## config.mk

```make
export PLATFORM = sky130hd
export DESIGN_NAME = low_pass_filter
export DESIGN_NICKNAME = d
export VERILOG_FILES = /design/src/rtl/low_pass_filter.sv
export SDC_FILE = /design/constraint.sdc
export NUM_CORES = 1
export LEC_CHECK = 0
export CAP_MARGIN = 20
export CORE_ASPECT_RATIO = 0.8
export CORE_UTILIZATION = 30
export DETAILED_ROUTE_END_ITERATION = 7
export GPL_ROUTABILITY_DRIVEN = 0
export GPL_TIMING_DRIVEN = 0
export HOLD_SLACK_MARGIN = 0.08
export SLEW_MARGIN = 20
export SYNTH_ARGS = -nofsm -noshare
export SYNTH_HDL_FRONTEND = slang
export SYNTH_SLANG_ARGS = --single-unit
export TNS_END_PERCENT = 50
```

## constraint.sdc

```tcl
create_clock -name clk -period 6.69 [get_ports clk]
set_input_delay 1.6725 -clock clk [delete_from_list [all_inputs] [get_ports clk]]
set_output_delay 1.6725 -clock clk [all_outputs]
set_load 0.02 [all_outputs]
```

## src/rtl/low_pass_filter.sv

```systemverilog
// low_pass_filter: streaming moving-average filter over the most recent
// 2^LOG2_TAPS signed samples. One sample per clock, one register of latency.
// Optional build macro LPF_ROUND_EN switches the output from floor to
// round-half-up; the running sum itself is identical in both builds.
module low_pass_filter #(
  parameter int DATA_W    = 32,
  parameter int LOG2_TAPS = 3
) (
  input  logic              clk,
  input  logic              reset,
  input  logic [DATA_W-1:0] noisy_data,
  output logic [DATA_W-1:0] filtered_data
);

  localparam int TAPS  = 1 << LOG2_TAPS;
  localparam int ACC_W = DATA_W + LOG2_TAPS;

  // dl_q[0] is x[n-1], dl_q[TAPS-1] is x[n-N] (the sample about to leave)
  logic [DATA_W-1:0]       dl_q [TAPS];
  logic [DATA_W-1:0]       dl_d [TAPS];
  logic signed [ACC_W-1:0] sum_q, sum_d;
  logic signed [ACC_W-1:0] rnd;
  logic [DATA_W-1:0]       out_q, out_d;
  logic [LOG2_TAPS-1:0]    frac_unused;

  // Running sum update, delay-line shift and scaled output
  always_comb begin
    sum_d = sum_q
          + {{LOG2_TAPS{noisy_data[DATA_W-1]}}, noisy_data}
          - {{LOG2_TAPS{dl_q[TAPS-1][DATA_W-1]}}, dl_q[TAPS-1]};
    dl_d[0] = noisy_data;
    for (int i = 1; i < TAPS; i++) dl_d[i] = dl_q[i-1];
`ifdef LPF_ROUND_EN
    // Half an LSB of the output before the shift gives round-half-up;
    // cannot overflow since |sum| <= N*2^(DATA_W-1) leaves headroom of N-1.
    rnd = sum_d + ACC_W'(TAPS / 2);
`else
    rnd = sum_d;
`endif
    // Arithmetic shift right by LOG2_TAPS, truncated to DATA_W: the top
    // DATA_W bits of the accumulator; the mean always fits, so no wrap.
    out_d       = rnd[ACC_W-1:LOG2_TAPS];
    frac_unused = rnd[LOG2_TAPS-1:0];
  end

  // State registers; reset holds the window, sum and output at zero
  always_ff @(posedge clk or negedge reset) begin
    if (!reset) begin
      sum_q <= '0;
      out_q <= '0;
      for (int i = 0; i < TAPS; i++) dl_q[i] <= '0;
    end else begin
      sum_q <= sum_d;
      out_q <= out_d;
      for (int i = 0; i < TAPS; i++) dl_q[i] <= dl_d[i];
    end
  end

  assign filtered_data = out_q;

endmodule

```

==> impl_metrics.ini <==
[run_status]
status = completed

[place]
portBuffers = 65
hpwl_um = 12000
dp_cells = 1290

[drt]
top_layer = met5
vias_per_cell = 4.02
wl_met3_um = 809
vias = 5412
drtPass1Iterations = 5
drtIter0Drc = 503
wl_um = 17500
drtAntennaViolNets = 0
drc = 0
wl_met2_um = 7450
wl_per_cell_um = 13.0
wirelength_met1_um = 8720

[synth]
synthFlopType = dfrtp_1
syn_area_per_cell_um2 = 14.1
synth_edf_count = 0
ys_async_sr_fraction_pct = 100
syn_area_um2 = 10600
syn_nets = 854
synth.yosys.seq_area_share_pct = 69.0
yosysWarnings = 0
synth_cell_types = 49
ys_ff_latch = 291
synthCells = 750

[worst_setup_path]
worstSetupPathType = in -> reg
max_stage_delay_ns = 0.54
cp_slowest_cell = fa_1
crit_arrival_ns = 5.12
worstRegToRegCells = 11
worstPathRequired_ns = 7.13
crit_chain = clkdlybuf4s50_1 -> inv_1 -> fa_1 -> inv_1 -> fa_1 -> a21o_1 -> a221oi_2 -> o21ai_2 -> a31oi_2 -> o21ai_0 -> a21oi_1 -> a21oi_1 -> xor2_1
start_kind = input pin
endpoint_kind = flop
worstPathMaxFanout = 4

[clock_tree]
cts_tree = done
cts_buffers = 31
cts.repair.resized = 0
post_cts_buffers = 0
clk_path_buf_depth = 3
clk_pin_slew_ns = 0.06
cts_hold_buffers = 0
cts-root-buf = clkbuf_16
cts_max_level = 1
clock-sinks = 291
clock_latency_ns = 0.56

[die]
die_w_um = 212
rows = 61
initial_core_util_pct = 30.4
ios = 66
fp.coreArea_um2 = 34700
die_y_um = 170
dieArea_um2 = 35900

[final_layout]
layoutNonFillerInstCount = 1347
final_common_cell = dfrtp_1
drive_gt1_share_pct = 12.1
syn_to_final_growth_pct = 22.7
finalNetCount = 955
diodes = 0
fill_cells = 3294
final_cell_mix = dfrtp_1 (291), inv_1 (137), clkdlybuf4s50_1 (64)

[sta]
min_period_over_period_pct = 69.9
worst_slew_pin_slew_ns = 0.544
period_needed_ns = 4.68
slew_headroom_pct = 63.4
fin_skew_ns = 0.0108
hold_viol_final = 0
whs_ns = 0.343
finalSetupViolCount = 0
slew_violations = 0
rsz0062_at_grt = no
fmax_ghz = 0.214

[power]
leakage_nw = 6.10
max-vdd-ir-drop_v = 0.000168
cellPowerDensity_nw_per_um2 = 497

[global_route]
grt_max_degree = 100
grt_use_total_pct = 10.3
antenna_found_initial = 1
grt_pass1_wl_um = 29200
grt_overflow_total = 0
grt_pass1_vias = 5653

[hold_path]
hold_path_depth = 0
hp-class = reg -> reg

[flow_run]
max-cap-violations = 0
-- where the power goes --
| group | internal (mW) | switching [mW] | leakage, nW | total [mW] |
|---|---|---|---|---|
| clock network | 1.07 | 0.686 | 0.524 | 1.76 |
| logic | 1.13 | 1.49 | 2.18 | 2.62 |
| registers | 1.98 | 0.0798 | 3.39 | 2.06 |
| total | 4.18 | 2.25 | 6.10 | 6.44 |
-- worst max-delay path, delay by kind of cell --
kind | cells | cell delay, ns
fa+ha+maj | 2 | 1.00
buf+inv | 3 | 0.63
xor+xnor | 1 | 0.15
compound gates | 7 | 1.66
-- cell type report --
type | instances | area, µm² | share of cell area [%]
timing repair buffer | 68 | 738 | 5.70
sequential | 291 | 7280 | 56.2
clock inverter | 18 | 243 | 1.87
inverter | 137 | 514 | 3.97
tap | 472 | 591 | 4.56
clock buffer | 39 | 826 | 6.38
multi-input combinational | 278 | 2470 | 19.1
buffer | 44 | 285 | 2.20
-- routing by layer --
metal,GRT usage [%],vias to the layer above
met4,3.75,2
met3,2.50,43
met5,0,-
met1,15.2,2730
met2,14.6,112
li1,-,2525
-- cell usage after synthesis, types with 2 or more instances --
cell type / count / area, µm²
dfrtp_1: 291 / 7280
inv_1: 137 / 514
ha_1: 36 / 450
a21oi_1: 34 / 170
fa_1: 34 / 681
buf_4: 32 / 240
nand2_1: 24 / 90.1
xnor2_1: 23 / 201
o21ai_0: 21 / 105
nor2_1: 20 / 75.1
clkbuf_1: 12 / 45.0
xor2_1: 12 / 105
a21o_1: 8 / 60.1
nand4_1: 8 / 50.1
o21a_1: 5 / 37.5
a31oi_1: 4 / 25.0
nand3_1: 4 / 20.0
nor3_1: 4 / 20.0
o21ai_2: 3 / 26.3
a31o_2: 2 / 17.5
a31oi_2: 2 / 25.0
a41oi_2: 2 / 32.5
and2_1: 2 / 12.5
nand2b_1: 2 / 12.5
o21ai_1: 2 / 10.0
o21ba_2: 2 / 20.0
o21bai_1: 2 / 15.0
-- through the flow --
step / cell area [µm²] / setup slack (ns) / util [%] / power (mW) / setup TNS, ns
floorplan: 10600 / 2.45 / - / 3.98 / 0
CTS: 13000 / 1.98 / 37.3 / 6.52 / 0
detailed placement: 11900 / 1.40 / 34.2 / 4.70 / 0
global route: 13000 / 1.88 / 37.3 / 6.92 / 0
finish: 13000 / 2.01 / 37.3 / 6.44 / 0
global placement: 11800 / -8.17 / 34.0 / 4.65 / -2362.92
-- final timing paths --
check | start | end | slack, ns
setup / recovery | noisy_data[1] | filtered_data[29] | 2.01
hold / removal | dl_d[140] | dl_d[108] | 0.34
setup reg to reg | dl_q[1] | filtered_data[29] | 3.32
hold reg to reg | dl_d[140] | dl_d[108] | 0.34
max in group asynchronous | reset | dl_d[147] | 4.45
min in group asynchronous | reset | dl_d[199] | 1.04
-- cell families (layout without fill, tap and decap cells) --
logic type                 after synthesis  after routing  share of synthesized area, %
DFF                                    291            291                          69.0
and+or+nand+nor                         75             75                          3.53
adders and majority gates               70             70                          10.7
buffers and inverters                  181            306                          7.58
AOI/OAI and AO/OA                       98             98                          6.27
xor gates and xnor gates                35             35                          2.90
-- flip-flops by register name (all words and copies together) (netlist names) --
register / count
dl_d: 224
dl_q: 32
filtered_data: 32
sum_q: 3
Note: power is estimated with default switching activity, not from simulation.
